===== src/rtl/bomb_module.sv =====
// Bomb placement and explosion for the arena: latches the tile under the player on a button
// edge, runs a fuse and then an explosion timer, and renders the bomb and the explosion cross.
module bomb_module #(
    parameter int          FUSE_CNT  = 150_000_000,
    parameter int          EXP_CNT   = 50_000_000,
    parameter int          EXP_LEN   = 2,
    parameter logic [11:0] BOMB_RGB  = 12'h222,
    parameter logic [11:0] FLASH_RGB = 12'hF00,
    parameter logic [11:0] EXP_RGB   = 12'hFA0
) (
    input  logic        clk,
    input  logic        reset,
    input  logic [9:0]  x,
    input  logic [9:0]  y,
    input  logic [9:0]  x_b,
    input  logic [9:0]  y_b,
    input  logic        bomb_btn,
    input  logic        gameover,
    output logic        bomb_on,
    output logic        exp_on,
    output logic        bomb_active,
    output logic        exploding,
    output logic        exp_start,
    output logic [11:0] rgb_out
);

    typedef enum logic [1:0] {IDLE, FUSE, EXPLODE} state_t;

    localparam logic [27:0]        FUSE_LAST = 28'(FUSE_CNT - 1);
    localparam logic [27:0]        EXP_LAST  = 28'(EXP_CNT - 1);
    localparam logic signed [10:0] ARM_LEN   = 11'(EXP_LEN);

    state_t      state_q;
    logic [27:0] cnt_q;
    logic [5:0]  cx_q, cy_q;
    logic [5:0]  cx_d, cy_d;
    logic        btn_q;
    logic        bomb_active_q, exploding_q, exp_start_q;
    logic        press;

    // Hitbox centre sits 8 px right and 17 px down from the sprite's top-left corner.
    assign cx_d  = 6'((x_b + 10'd8 - 10'd48) >> 4);
    assign cy_d  = 6'((y_b + 10'd17 - 10'd32) >> 4);
    assign press = bomb_btn & ~btn_q;

    always_ff @(posedge clk or negedge reset) begin
        if (!reset) begin
            state_q       <= IDLE;
            cnt_q         <= '0;
            cx_q          <= '0;
            cy_q          <= '0;
            btn_q         <= 1'b0;
            bomb_active_q <= 1'b0;
            exploding_q   <= 1'b0;
            exp_start_q   <= 1'b0;
        end else begin
            btn_q       <= bomb_btn;
            exp_start_q <= 1'b0;
            case (state_q)
                IDLE: begin
                    if (press && !gameover) begin
                        state_q       <= FUSE;
                        cx_q          <= cx_d;
                        cy_q          <= cy_d;
                        cnt_q         <= '0;
                        bomb_active_q <= 1'b1;
                    end
                end
                FUSE: begin
                    if (gameover) begin
                        state_q       <= IDLE;
                        cnt_q         <= '0;
                        bomb_active_q <= 1'b0;
                    end else if (cnt_q == FUSE_LAST) begin
                        state_q       <= EXPLODE;
                        cnt_q         <= '0;
                        bomb_active_q <= 1'b0;
                        exploding_q   <= 1'b1;
                        exp_start_q   <= 1'b1;
                    end else begin
                        cnt_q <= cnt_q + 28'd1;
                    end
                end
                EXPLODE: begin
                    if (gameover || cnt_q == EXP_LAST) begin
                        state_q     <= IDLE;
                        cnt_q       <= '0;
                        exploding_q <= 1'b0;
                    end else begin
                        cnt_q <= cnt_q + 28'd1;
                    end
                end
                default: begin
                    state_q       <= IDLE;
                    cnt_q         <= '0;
                    bomb_active_q <= 1'b0;
                    exploding_q   <= 1'b0;
                end
            endcase
        end
    end

    assign bomb_active = bomb_active_q;
    assign exploding   = exploding_q;
    assign exp_start   = exp_start_q;

    logic               in_arena;
    logic [5:0]         px, py;
    logic signed [10:0] dx, dy, adx, ady;
    logic               centre, h_arm, v_arm;

    assign in_arena = (x >= 10'd48) && (x <= 10'd575) && (y >= 10'd32) && (y <= 10'd447);
    assign px       = 6'((x - 10'd48) >> 4);
    assign py       = 6'((y - 10'd32) >> 4);
    assign dx       = $signed({5'b0, px}) - $signed({5'b0, cx_q});
    assign dy       = $signed({5'b0, py}) - $signed({5'b0, cy_q});
    assign adx      = dx[10] ? -dx : dx;
    assign ady      = dy[10] ? -dy : dy;

    // Odd rows/columns hold pillars, which block the whole arm along them.
    assign centre = (px == cx_q) && (py == cy_q);
    assign h_arm  = (py == cy_q) && !cy_q[0] && (adx <= ARM_LEN);
    assign v_arm  = (px == cx_q) && !cx_q[0] && (ady <= ARM_LEN);

    assign bomb_on = bomb_active_q && in_arena && centre;
    assign exp_on  = exploding_q && in_arena && (centre || h_arm || v_arm);
    assign rgb_out = exp_on  ? EXP_RGB :
                     bomb_on ? (cnt_q[23] ? FLASH_RGB : BOMB_RGB) : 12'h000;

endmodule


===== config.mk =====
export PLATFORM = sky130hd
export DESIGN_NAME = bomb_module
export DESIGN_NICKNAME = d
export VERILOG_FILES = /design/src/rtl/bomb_module.sv
export SDC_FILE = /design/constraint.sdc
export NUM_CORES = 1
export LEC_CHECK = 0
export CORE_ASPECT_RATIO = 0.9
export CORE_MARGIN = 2
export CORE_UTILIZATION = 38
export DETAILED_ROUTE_END_ITERATION = 6
export HOLD_SLACK_MARGIN = 0.05
export MAX_ROUTING_LAYER = met4
export PLACE_DENSITY_LB_ADDON = 0.1
export SYNTH_ARGS = -nofsm -noshare
export SYNTH_HDL_FRONTEND = slang
export SYNTH_SLANG_ARGS = --single-unit

===== constraint.sdc =====
create_clock -name clk -period 5.6 [get_ports clk]
set_clock_uncertainty 0.15 [all_clocks]
set_input_delay 1.12 -clock clk [delete_from_list [all_inputs] [get_ports clk]]
set_output_delay 1.12 -clock clk [all_outputs]
set_load 0.05 [all_outputs]

==> metrics.yaml, run 1 <==
floorplanning:
  die-area_mm2: 0.00984
  die_x_um: 104
  chipHeight_um: 94.3
  ioPinCount: 61
  rows: 32
  start_util: 0.396
  coreArea_mm2: 0.00869
yosys:
  yosysTopAreaCellShare: 0.334
  ys_top_cells_by_area: "dfrtp_1 (33%), ha_1 (7.3%), xor2_1 (7.1%)"
  synthCells: 402
  ys_ff_latch: 46
  yosysMostFrequentCell: "dfrtp_1"
  synth_warnings: 0
  synth_cell_types: 60
  ys_seq_area_frac: 0.334
  ys.flop_type: "dfrtp_1"
  synth_commonest_cells: "dfrtp_1 (46), nand2_1 (44), nor2_1 (36), xor2_1 (28), inv_1 (27)"
  synth_area_mm2: 0.00344
  synth-async-reset-ratio: 1.00
  avgSynthCellArea_um2: 8.57
  synth_edf_count: 0
  yosysTopAreaCell: "dfrtp_1"
power:
  power_frac_comb: 0.585
  powerDensity_mw_per_mm2: 351
  seqPwrFrac: 0.261
  peakVddDrop_mv: 0.164
  p_sw_w: 0.000672
  pwr-share-clk: 0.154
  switching_share: 0.412
  p_int_w: 0.000957
  power_w: 0.00163
  power.leakage_nw: 2.03
critical_path:
  end_kind: "output pin"
  reg2reg_from: "cnt_q[9]"
  r2r_cells: 7
  crit_fanout: 4
  reg2reg_setup_slack_ns: 2.59
  crit_chain: "clkdlybuf4s50_1 -> buf_4 -> xor2_1 -> ha_1 -> nor2b_1 -> a221o_1 -> a311o_1 -> or3_4 -> a2111oi_4 -> o31ai_4 -> buf_6 -> o21ai_4 -> buf_12"
  cpMaxStageDelayCell: "clkdlybuf4s50_1"
  arrival_ns: 4.22
  worstPathRequired_ns: 4.33
  critical_path_class: "primary input to output pin"
  cp-start-kind: "primary input"
  reg2reg_to: "cnt_q[4]"
  cpPeakStageDelay_ns: 0.44
place:
  io_buffers: 48
  dp_hpwl_um: 6310
  post_dp_cell_area_mm2: 0.00438
  globalplace.congestion: 0.815
  place_inst: 597
clock_network:
  cts.clk_slew.worst_paths_ns: 0.09
  cts_sinks: 46
  cts_tree: "yes"
  cts-root-buf: "clkbuf_8"
  cts_buffer_depth: 2
  numCtsBuffers: 5
  htreeDepth: 2
  clock_latency_ns: 0.30
  ctsHoldBuffers: 0
global_routing:
  grt-busiest-layer: "met2"
  grt_use_met3: 0.0284
  met1_usage: 0.249
  met2_usage: 0.307
  grt_start_max_net_pins: 47
  grt_pass1_vias: 3110
  antenna_found_initial: 0
  gr-total-overflow: 0
  grt_pass1_wl_um: 14600
  global_route.usage.total: 0.188
detailed_routing:
  drt-initial-drc-count: 68
  ant_nets: 0
  first_pass_iters: 4
  wl_per_cell_um: 13.6
  avgViaCountPerCell: 5.05
  drt_wl_total_um: 8240
  route.vias.total: 3064
  drc: 0
cells_and_area:
  final_util: 0.534
  register_area_mm2: 0.00115
  postLayoutCellArea_mm2: 0.00464
  instances_no_fill: 607
  fin_nets: 553
  area_growth_pct: 34.6
  drive_gt1_frac: 0.197
  fillerInstances: 826
  antennaDiodeCount: 0
  multi_input_area_mm2: 0.00225
hold_path:
  holdPathStages: 2
  worstHoldPathType: "flip-flop to flip-flop"
  hold_end: "cx_q[5]"
  hp-start: "cx_q[5]"
sta:
  maxSlewViolCount: 0
  tightest_slew_ns: 1.05
  period_minus_slack_ns: 5.49
  finalSetupViolations: 0
  max_freq_mhz: 182
  rsz0062_at_grt: "yes"
  hold_viol: 0
  fin_crit_sh: 0.981
  maxSlewHeadroom: 0.297
job:
  maxCapViolCount: 0
outcome:
  status: "complete, no violations"
-- state kept, by name, indices dropped and copies added (netlist names) --
signal	count
cnt_q	28
cx_q	6
cy_q	6
state_q	2
bomb_active	1
btn_q	1
exp_start	1
exploding	1
-- worst max-delay path by stage --
stage	from	end	slack (ns)	cells after the start
finish	y[8]	rgb_out[11]	0.11	13
global route	y[8]	rgb_out[11]	-0.02	13
CTS	x[8]	rgb_out[11]	0.03	13
detailed placement	x[8]	rgb_out[5]	-0.37	13
global placement	y[5]	rgb_out[8]	-0.35	15
floorplan	y[5]	rgb_out[7]	0.14	14
-- final cells by class --
cell class | count | share of cell area
clock buffer | 5 | 0.0148
sequential | 46 | 0.248
multi-input combinational | 318 | 0.485
clock inverter | 3 | 0.00864
inverter | 27 | 0.0219
tap | 119 | 0.0321
timing repair buffer | 89 | 0.189
-- power groups by stage --
stage / combinational (W) / sequential, W / clock (W)
after floorplan: 0.000569 / 0.000437 / 0
after global placement: 0.000875 / 0.000431 / 0
after detailed placement: 0.000890 / 0.000431 / 0
after CTS: 0.000924 / 0.000425 / 0.000256
after global routing: 0.00107 / 0.000433 / 0.000271
final: 0.000953 / 0.000425 / 0.000251
-- placed cells by master (no fill, tap or decap), drive strengths merged, types with 13 or more instances in the layout --
master / count
o21ai: 21
inv: 27
dfrtp: 46
xnor2: 16
xor2: 28
nand2: 44
buf: 51
clkdlybuf4s50: 35
nand3: 18
ha: 20
nor2: 36
a21oi: 13
nor3: 13
-- through the flow --
step | setup slack [ns] | TNS (ns) | hold slack [ns]
after floorplan | 0.140 | 0 | 0.300
after global placement | -0.355 | -2.30 | 0.315
after detailed placement | -0.370 | -2.36 | 0.323
after CTS | 0.0280 | 0 | 0.343
after global routing | -0.0222 | -0.0651 | 0.385
final | 0.108 | 0 | 0.336
-- cells by family (layout without fill, tap and decap cells) --
kind of cell / Yosys count / count (layout) / share of synthesized area
compound gates: 72 / 72 / 0.142
xor+xnor: 44 / 44 / 0.112
fa+ha+maj: 22 / 22 / 0.0843
buf+inv: 42 / 124 / 0.0574
flops: 46 / 46 / 0.334
mux: 4 / 4 / 0.0123
other cells: 1 / 5 / 0.00109
simple gates: 171 / 171 / 0.257
-- metal layers --
metal / part of all wire / vias up
met5: 0 / -
met4: 0.014 / 0
met3: 0.032 / 13
met2: 0.46 / 54
met1: 0.50 / 1425
li1: - / 1572
-- worst max-delay path: cells and delay by family --
family	cells	cell delay, ns
AO/OA/AOI/OAI	5	1.18
XOR/XNOR	1	0.15
adder cells (fa/ha/maj)	1	0.33
buffers and inverters	4	0.92
AND/OR/NAND/NOR	2	0.51
-- what timing repair did --
| action | 4_1_cts | 5_1_grt |
|---|---|---|
| setup buffers | 0 | 2 |
| setup endpoints to repair | 7 | 9 |
| pin swaps | 4 | 9 |
| cloned | 0 | 0 |
| resized for setup | 19 | 14 |
Power figures use the tool's default switching activity.
==> inputs of run 2 (changes only) <==
==> constraint.sdc (replaced) <==
create_clock -name clk -period 5.6 [get_ports clk]
set_clock_uncertainty 0.15 [all_clocks]
set_input_delay 1.12 -clock clk [delete_from_list [all_inputs] [get_ports clk]]
set_output_delay 1.12 -clock clk [all_outputs]
set_load 0.1 [all_outputs]
==> metrics.yaml, run 2 (same netlist as run 1, synthesis figures left out) <==
clock_network:
  htreeDepth: 2  # unchanged
  ctsHoldBuffers: 0  # unchanged
  cts_tree: "yes"
  clock_latency_ns: 0.31  # about the same
  cts_sinks: 46  # unchanged
  cts.clk_slew.worst_paths_ns: 0.10  # about the same
  cts-root-buf: "clkbuf_8"
  numCtsBuffers: 5  # unchanged
  cts_buffer_depth: 2  # unchanged
place:
  io_buffers: 48  # unchanged
  place_inst: 598  # +0.17%
  post_dp_cell_area_mm2: 0.00439  # +0.23%
  dp_hpwl_um: 6280  # -0.40%
  globalplace.congestion: 0.825  # +1.2%
power:
  peakVddDrop_mv: 0.187  # +15%
  power.leakage_nw: 2.03  # about the same
  powerDensity_mw_per_mm2: 360  # +2.5%
sta:
  finalSetupViolations: 0  # unchanged
  max_freq_mhz: 181  # -0.72%
  period_minus_slack_ns: 5.53  # +0.0398 ns
  maxSlewViolCount: 0  # unchanged
  maxSlewHeadroom: 0.294  # -0.00257
  rsz0062_at_grt: "yes"
  hold_viol: 0  # unchanged
  tightest_slew_ns: 1.06  # +0.00385 ns
  fin_crit_sh: 0.988  # +0.00710
detailed_routing:
  route.vias.total: 3077  # +0.42%
  wl_per_cell_um: 13.4  # -1.2%
  ant_nets: 0  # unchanged
  drt_wl_total_um: 8150  # -1.1%
  drt-initial-drc-count: 138  # +100%
  avgViaCountPerCell: 5.06  # +0.26%
  first_pass_iters: 7  # +3
  drc: 0  # unchanged
floorplanning:
  ioPinCount: 61  # unchanged
  die-area_mm2: 0.00984  # unchanged
  rows: 32  # unchanged
  die_x_um: 104  # unchanged
  coreArea_mm2: 0.00869  # unchanged
  start_util: 0.396  # unchanged
  chipHeight_um: 94.3  # unchanged
cells_and_area:
  postLayoutCellArea_mm2: 0.00463  # -0.19%
  multi_input_area_mm2: 0.00225  # +0.28%
  antennaDiodeCount: 0  # unchanged
  instances_no_fill: 608  # +0.16%
  final_cell_mix: "dfrtp_1 (46), nand2_1 (44), buf_4 (42)"
  reg_top3: "cnt_q x28, cx_q x6, cy_q x6"
  fillerInstances: 849  # +2.8%
  final_util: 0.533  # -0.00101
  register_area_mm2: 0.00115  # unchanged
  area_growth_pct: 34.3
  largest_reg_flops: 28  # unchanged
  final_common_cell: "dfrtp_1"
  drive_gt1_frac: 0.198  # +0.00164
  regMostFlops: "cnt_q"
  fin_nets: 554  # +0.18%
critical_path:
  end_kind: "output pin"
  reg2reg_setup_slack_ns: 3.01  # +0.42 ns
  cp-start-kind: "primary input"
  path_delay_family: "compound AO/OA/AOI/OAI gates"
  worstPathRequired_ns: 4.33  # about the same
  crit_fanout: 4  # unchanged
  critical_path_class: "primary input to output pin"
  crit_chain: "clkdlybuf4s50_1 -> buf_4 -> xor2_1 -> ha_1 -> nor2b_1 -> a221o_1 -> a311o_1 -> or3_4 -> a2111oi_4 -> o31ai_4 -> o21ai_4 -> buf_12"
  cp_num_buf_inv: 3  # -1
  cpMaxStageDelayCell: "clkdlybuf4s50_1"
  cpPeakStageDelay_ns: 0.47  # +0.03 ns
  arrival_ns: 4.26  # +0.04 ns
global_routing:
  grt_pass1_vias: 2960  # -4.8%
  grt_start_max_net_pins: 47  # unchanged
  antenna_found_initial: 0  # unchanged
  grt_pass1_wl_um: 13800  # -5.9%
  gr-total-overflow: 0  # unchanged
  global_route.usage.total: 0.179  # -0.00951
outcome:
  status: "complete, no violations"
job:
  maxCapViolCount: 0  # unchanged
hold_path:
  worstHoldPathType: "flip-flop to flip-flop"
## run 2: cell count changes in the layout (fill, tap and decap cells not counted), moves of 2 or more
cell     before  now
nor2_2        2    0
nor2_1       34   36
nor4b_1       2    0
buf_4        40   42
nor4b_2       0    2
## run 2: area by class of cell
cell class	instances	area share
repair buffers	90	0.190
well taps	119	0.0322
clock inverters	3	0.00460
flip-flops and latches	46	0.249
inverters	27	0.0219
clock buffers	5	0.0149
multi-input cells	318	0.487
## run 2: worst paths after layout
check / from / endpoint / cells past startpoint
max in group asynchronous: reset / cx_q[2] / 1
worst max-delay path: y[8] / rgb_out[10] / 12
worst min register to register: cy_q[3] / cy_q[3] / 2
worst min-delay path: cy_q[3] / cy_q[3] / 2
min in group asynchronous: reset / cnt_q[27] / 1
worst max register to register: cnt_q[9] / cnt_q[0] / 7
## run 2: worst reg2reg max path, cell delays in order (launching register included)
cell and delay (ns):
dfrtp_1 0.44, or4_4 0.55, nor4_4 0.34, nand3_1 0.18, a31oi_2 0.29, nor2b_2 0.08
and2_4 0.19, mux2_2 0.26
## run 2: power by group
part	switching [W]	internal, W	total [W]
Sequential	0.0000370	0.000385	0.000422
Combinational	0.000559	0.000474	0.00103
Clock	0.000122	0.0000879	0.000210
Total	0.000718	0.000948	0.00167
## run 2: repair_timing
action | CTS | global route
setup endpoints to repair | 7 | 8
gates cloned | 0 | 0
gates resized for setup | 14 | 17
pin swaps | 4 | 1
buffers inserted | 2 | 1
## run 2: through the flow
step	hold slack [ns]	total power, W	setup TNS (ns)	worst slack (ns)
after global routing	0.377	0.00181	-0.0592	-0.0181
after global placement	0.314	0.00135	-2.22	-0.364
final	0.341	0.00167	0	0.0678
after CTS	0.346	0.00162	0	0.0268
after detailed placement	0.324	0.00137	-2.31	-0.380
after floorplan	0.300	0.00103	-0.482	-0.207
## run 2: layer usage
layer / wire length [um] / global-route usage / share of wire
met4: 82 / 0.0405 / 0.010
met1: 4200 / 0.241 / 0.52
met3: 272 / 0.0298 / 0.033
met2: 3590 / 0.283 / 0.44
met5: 0 / - / 0
